$ cat config.mk
export PLATFORM = sky130hd
export DESIGN_NAME = bldc_commutator
export DESIGN_NICKNAME = d
export VERILOG_FILES = /design/src/rtl/bldc_commutator.sv
export SDC_FILE = /design/constraint.sdc
export NUM_CORES = 1
export LEC_CHECK = 0
export BUFFER_PORTS_ARGS = -buffer_cell sky130_fd_sc_hd__buf_2
export CAP_MARGIN = 20
export CORE_MARGIN = 4
export CORE_UTILIZATION = 49
export DETAILED_ROUTE_END_ITERATION = 10
export PLACE_DENSITY = 0.74
export SETUP_SLACK_MARGIN = 0.15
export SYNTH_ARGS = -nofsm -noshare
export SYNTH_HDL_FRONTEND = slang
export SYNTH_SLANG_ARGS = --single-unit
$ cat constraint.sdc
create_clock -name clk -period 1.7 [get_ports clk]
set_input_delay 0.34 -clock clk [delete_from_list [all_inputs] [get_ports clk]]
set_output_delay 0.34 -clock clk [all_outputs]
set_load 0.03 [all_outputs]
$ cat src/rtl/bldc_commutator.sv
// Six-step BLDC commutator: synchronizes halls, samples rotor position at PWM
// boundaries, drives phase selects and duty, and flags bad hall codes and stall.
module bldc_commutator #(
  parameter int          STALL_CNT  = 1024,
  parameter logic [10:0] BRAKE_DUTY = 11'h600
) (
  input  logic        clk,
  input  logic        rst,
  input  logic        hallGrn,
  input  logic        hallYlw,
  input  logic        hallBlu,
  input  logic        brake_n,
  input  logic [11:0] drv_mag,
  input  logic        PWM_synch,
  output logic [1:0]  selGrn,
  output logic [1:0]  selYlw,
  output logic [1:0]  selBlu,
  output logic [10:0] duty,
  output logic        hall_err,
  output logic        stalled
);

  localparam int             CW        = $clog2(STALL_CNT + 1);
  localparam logic [CW-1:0]  STALL_MAX = CW'(STALL_CNT);
  localparam logic [5:0]     SEL_BRAKE = 6'b11_11_11;

  logic [2:0]    r_sync1, r_sync2;
  logic [2:0]    r_rot;
  logic          r_primed;
  logic [CW-1:0] r_cnt;
  logic          r_upd;
  logic          r_brake;
  logic [9:0]    r_mag;

  logic [5:0]    w_tab;
  logic          w_inv;

  // Capture stage: everything the output stage needs is frozen on the
  // PWM_synch edge, so mid-period input changes wait for the next boundary.
  always_ff @(posedge clk) begin
    if (rst) begin
      r_sync1  <= '0;
      r_sync2  <= '0;
      r_rot    <= '0;
      r_primed <= 1'b0;
      r_cnt    <= '0;
      r_upd    <= 1'b0;
      r_brake  <= 1'b0;
      r_mag    <= '0;
    end else begin
      r_sync1 <= {hallGrn, hallYlw, hallBlu};
      r_sync2 <= r_sync1;
      r_upd   <= PWM_synch;
      if (PWM_synch) begin
        r_rot    <= r_sync2;
        r_primed <= 1'b1;
        r_brake  <= ~brake_n;
        r_mag    <= drv_mag[11:2];
        if (r_sync2 != r_rot)
          r_cnt <= '0;
        else if (r_cnt != STALL_MAX)
          r_cnt <= r_cnt + 1'b1;
      end
    end
  end

  always_comb begin
    w_tab = 6'b00_00_00;
    w_inv = 1'b0;
    case (r_rot)
      3'b101:  w_tab = 6'b10_01_00;
      3'b100:  w_tab = 6'b10_00_01;
      3'b110:  w_tab = 6'b00_10_01;
      3'b010:  w_tab = 6'b01_10_00;
      3'b011:  w_tab = 6'b01_00_10;
      3'b001:  w_tab = 6'b00_01_10;
      default: w_inv = 1'b1;
    endcase
  end

  // Output stage: one clk after capture. hall_err is gated by primed so the
  // reset value of r_rot (000) is never reported.
  always_ff @(posedge clk) begin
    if (rst) begin
      {selGrn, selYlw, selBlu} <= '0;
      duty     <= '0;
      hall_err <= 1'b0;
      stalled  <= 1'b0;
    end else if (r_upd) begin
      {selGrn, selYlw, selBlu} <= r_brake ? SEL_BRAKE : w_tab;
      duty     <= r_brake ? BRAKE_DUTY : (11'h400 + {1'b0, r_mag});
      hall_err <= r_primed & w_inv;
      stalled  <= (r_cnt == STALL_MAX);
    end
  end

endmodule

; ---- Word level (Yosys, flattened, before mapping)
; Cells that the tools add are included.
[op_classes]
addsub = 2
n_eq_ne = 9
mux = 6
bitwise = 2
n_reduce_logical = 3
[ops]
columns = cell, count
row1 = case mux 6 bit (6 select lines), 1
row2 = two-way mux 11 bit, 3
row3 = "adder 11 x 1 -> 11 bit, second input constant", 1
row4 = "adder 11 x 10 -> 11 bit, first input constant", 1
row5 = "== test 11 bit, second input constant", 1
row6 = "!= test 11 bit, second input constant", 1
row7 = "== test 3 bit, second input constant", 3
row8 = "== test 3 x 2 -> 1 bit, second input constant", 2
row9 = two-way mux 6 bit, 1
row10 = OR reduction 6 bit, 1
row11 = "== test 3 x 1 -> 1 bit, second input constant", 1
row12 = != test 3 bit, 1
row13 = AND reduction 2 bit, 1
row14 = nonzero test 2 bit, 1
row15 = AND 1 bit, 1
row16 = two-way mux 1 bit, 1
row17 = inverter 1 bit, 1
[word_totals]
reg_bits = 52
input_bits = 19
out_inout_bits = 19

; ---- Depth between registers and ports, before layout
[depth]
depth_word = 4
depth_mapped = 5

; ---- Least setup slack after synthesis
; Ideal clock, no wire load.
[synth_path]
path_kind = register to register
start = register r_rot[2]
end = register r_cnt[4]
setup_ns = 0.074
arrival_time_ns = 1.575
t_required_ns = 1.626
setup_slack_ns = 0.051
path_stages_with_launch = 5
period_less_slack_ns = 1.649
path_cell_list = dfxtp_1 xor2_1 or3_4 or4b_1 a31oi_1
[synth_between]
elab_chain_cells = 3
[synth_rtl]
columns = item, line_no
row1 = start: declaration, 28  ; logic [2:0] r_rot;
row2 = start signal: assignment, 55  ; r_rot <= r_sync2;
row3 = != test 3 bit *, 59  ; if (r_sync2 != r_rot)
row4 = nonzero test 2 bit (no line), --
row5 = AND reduction 2 bit (no line), --
row6 = end signal: assignment, 62  ; r_cnt <= r_cnt + 1'b1;
row7 = end: declaration, 30  ; logic [CW-1:0] r_cnt;
; Every way passes the cells marked *; elsewhere a longest branch is shown, timed or not.
; A chain may end at the register's enable or synchronous reset.

; ---- Worst setup path after layout
[layout_path]
start = register r_sync2[1]
end = register r_cnt[4]
[layout_between]
elab_chain_cells = 3
[layout_rtl]
columns = item, line_no
row1 = start: declaration, 27  ; logic [2:0] r_sync1, r_sync2;
row2 = start signal: assignment, 52  ; r_sync2 <= r_sync1;
row3 = != test 3 bit *, 59
row4 = nonzero test 2 bit (no line), --
row5 = AND reduction 2 bit (no line), --
; Marked as above.

==> reports/qor.yml <==
power_density_nw_per_um2: 864
grt_overflow_total: 0
crit_type: "flop to flop"
cp_num_buf_inv: 0
postSynth.asyncResetShare_pct: 0
die_h_um: 74.0
cp_slowest_stage_delay_ns: 0.47
syn-instance-count: 229
wl_met3_um: 219
end_kind: "flop"
setup_viol: 0
syn-mean-instance-area_um2: 9.33
hold_viol_final: 0
via_count: 1756
core_um2: 4120
ys_ff_latch: 52
status: "finished clean"
synth_warnings: 0
synth_simple_gate_area_share_pct: 26.5
cpMaxStageDelayCell: "or4b_1"
grt_setup_unrepaired: "yes"
synth_mux_area_share_pct: 6.62
arrival_ns: 1.82
io_buffers: 35
grt_max_degree: 24
routabilityCongestion: 0.806
period_share_pct: 93.3
path_clk_slew_ns: 0.09
crit_fanout: 2
wl_met1_mm: 2.06
synth_top_area_cell: "dfxtp_1"
synthFlopType: "dfxtp_1"
synth_compound_area_share_pct: 12.4
crit_family: "simple AND/OR/NAND/NOR gates"
tightest_slew_ns: 0.433
insertion_delay_ns: 0.31
reg2reg_slack_ns: 0.11
vias_per_cell: 5.34
critPathLaunchType: "flop"
relSlewSlack_pct: 71.2
synth-xor-area-share_pct: 1.23
drv_cap: 0
fin_nets: 299
grt_pass1_vias: 1580
drc: 0
fin_crit_ns: 1.59
wl_per_cell_um: 12.7
ant_nets: 0
drive_gt1_share_pct: 27.6
synth_top_area_share_pct: 48.7
netlist_area_um2: 2140
wl_met2_mm: 1.88
final_cell_area_um2: 2630
grt_pass1_wl_mm: 7.01
cts_tree: "yes"
fmax_mhz: 631
finalClockSkew_ns: 0.0147
die-area_um2: 5480
cts_sinks: 52
die_w_um: 74.0
cp_cell_sequence: "xor2_2 > or3_4 > or4b_1 > a31oi_1"
fin_tns_setup_ns: 0
start_util_pct: 51.9
pin_count: 38
p_leak_nw: 1.08
syn_nets: 250
drv_slew: 0
drt-initial-drc-count: 55
drt-total-wl_mm: 4.19
synthDistinctLibCells: 38
n_antenna_cell: 0
hold_path.class: "input port to flop"
dp_hpwl_mm: 2.94
cts-root-buf: "clkbuf_8"
yosysSeqAreaShare_pct: 48.7
synth_edf_count: 0
synth_top_family_by_area: "simple AND/OR/NAND/NOR gates"
yosys-top-cells-area: "dfxtp_1 (49%), mux2i_1 (6.1%), nand2b_1 (5.6%)"
grt_usage_pct: 16.2
clock_path_buffers: 2
synthAdderAreaFrac_pct: 1.17
rows: 23
placed_cell_area_um2: 2460
dr.max_layer_used: "met4"
drt_pre_antenna_iters: 4
yosysMostFrequentCell: "dfxtp_1"
numCtsBuffers: 5
synth_common_cells: "dfxtp_1 (52), nor2_1 (28), nand2b_1 (19)"
vdd_drop_max_mv: 0.676
worstPathRequired_ns: 1.93
antenna_found_initial: 0
cts_max_level: 2
area_growth_pct: 23.1
[cell usage in the layout, fill, tap and decap left out, types with 2 or more instances in the layout]
master and n:
nor2_1 28, xor2_2 2, dfxtp_1 47, nor4_1 4
nand2b_1 19, nor4b_2 2, nor2b_1 12, nor3_1 2
and2b_1 2, o31ai_1 2, clkbuf_8 5, inv_1 6
o21a_1 2, and3_1 2, buf_4 19, a31oi_1 5
dfxtp_2 3, mux2i_1 13, o21ai_0 2, o22ai_1 6
dfxtp_4 2, nand3_1 2, nand4b_1 3, buf_2 35
a211oi_1 3, a21oi_1 13, o211ai_1 2, nand2_1 6
nand3b_1 10
[routing by layer]
| metal | global-route usage [%] | up-vias |
|---|---|---|
| li1 | - | 900 |
| met1 | 22.2 | 815 |
| met2 | 25.3 | 37 |
| met3 | 4.32 | 4 |
| met4 | 4.23 | 0 |
| met5 | 0 | - |
[power breakdown]
part	leakage, nW	total, mW	internal [mW]	switching [mW]
Sequential	0.428	1.30	1.27	0.0313
Clock	0.0445	0.695	0.292	0.403
Combinational	0.605	0.281	0.128	0.153
Total	1.08	2.27	1.69	0.587
[worst register-to-register path, cell delays in order, from the launching register on]
cell	delay (ns)
dfxtp_2	0.34
xor2_2	0.17
or3_4	0.39
or4b_1	0.47
a31oi_1	0.15
[cells by family (layout without fill, tap and decap cells)]
| group | Yosys count | in the layout |
|---|---|---|
| simple gates | 98 | 98 |
| flops | 52 | 52 |
| compound gates | 41 | 41 |
| buf+inv | 19 | 69 |
| mux | 14 | 14 |
| xor+xnor | 3 | 3 |
| fa+ha+maj | 2 | 2 |
[cell type report]
cell class | count | area (um^2)
fillers | 367 | 1480
multi-input cells | 158 | 1070
flip-flops and latches | 52 | 1050
repair buffers | 55 | 338
clock buffers | 5 | 68.8
well taps | 50 | 62.6
inverters | 6 | 22.5
clock inverters | 3 | 21.3
[worst paths after layout]
path,startpoint,endpoint,cells past startpoint
worst max-delay path,r_sync2[1],r_cnt[4],4
worst min-delay path,brake_n,r_brake,2
worst max register to register,r_sync2[1],r_cnt[4],4
worst min register to register,r_sync1[0],r_sync2[0],1
[metrics by stage]
stage                     setup slack (ns)  instances  hold WS, ns  total power, mW  util, %
final                                0.114        329        0.230             2.27     63.9
after global routing                0.0670        329        0.234             2.38     63.9
after CTS                           0.0250        328        0.214             2.29     63.2
after detailed placement            0.0462        315        0.430             1.59     59.9
after global placement              0.0682        315        0.418             1.59     59.9
after floorplan                      0.116        229        0.414             1.50        -
[state kept, by name, indices dropped and copies added, names as in the netlist]
| name | count |
|---|---|
| r_primed | 1 |
| r_rot | 3 |
| selGrn | 2 |
| selBlu | 2 |
| selYlw | 2 |
| r_brake | 1 |
| r_cnt | 11 |
| r_mag | 10 |
| duty | 11 |
| r_sync1 | 3 |
| r_upd | 1 |
| stalled | 1 |
| hall_err | 1 |
| r_sync2 | 3 |
[timing repair]
item,4_1_cts,5_1_grt
setup endpoints to repair,3,7
resized for setup,4,5
pin swaps,6,9
setup buffers,5,1
hold endpoints to repair,0,0
hold buffers,0,0
No activity file was read; power rests on OpenSTA's default activity.
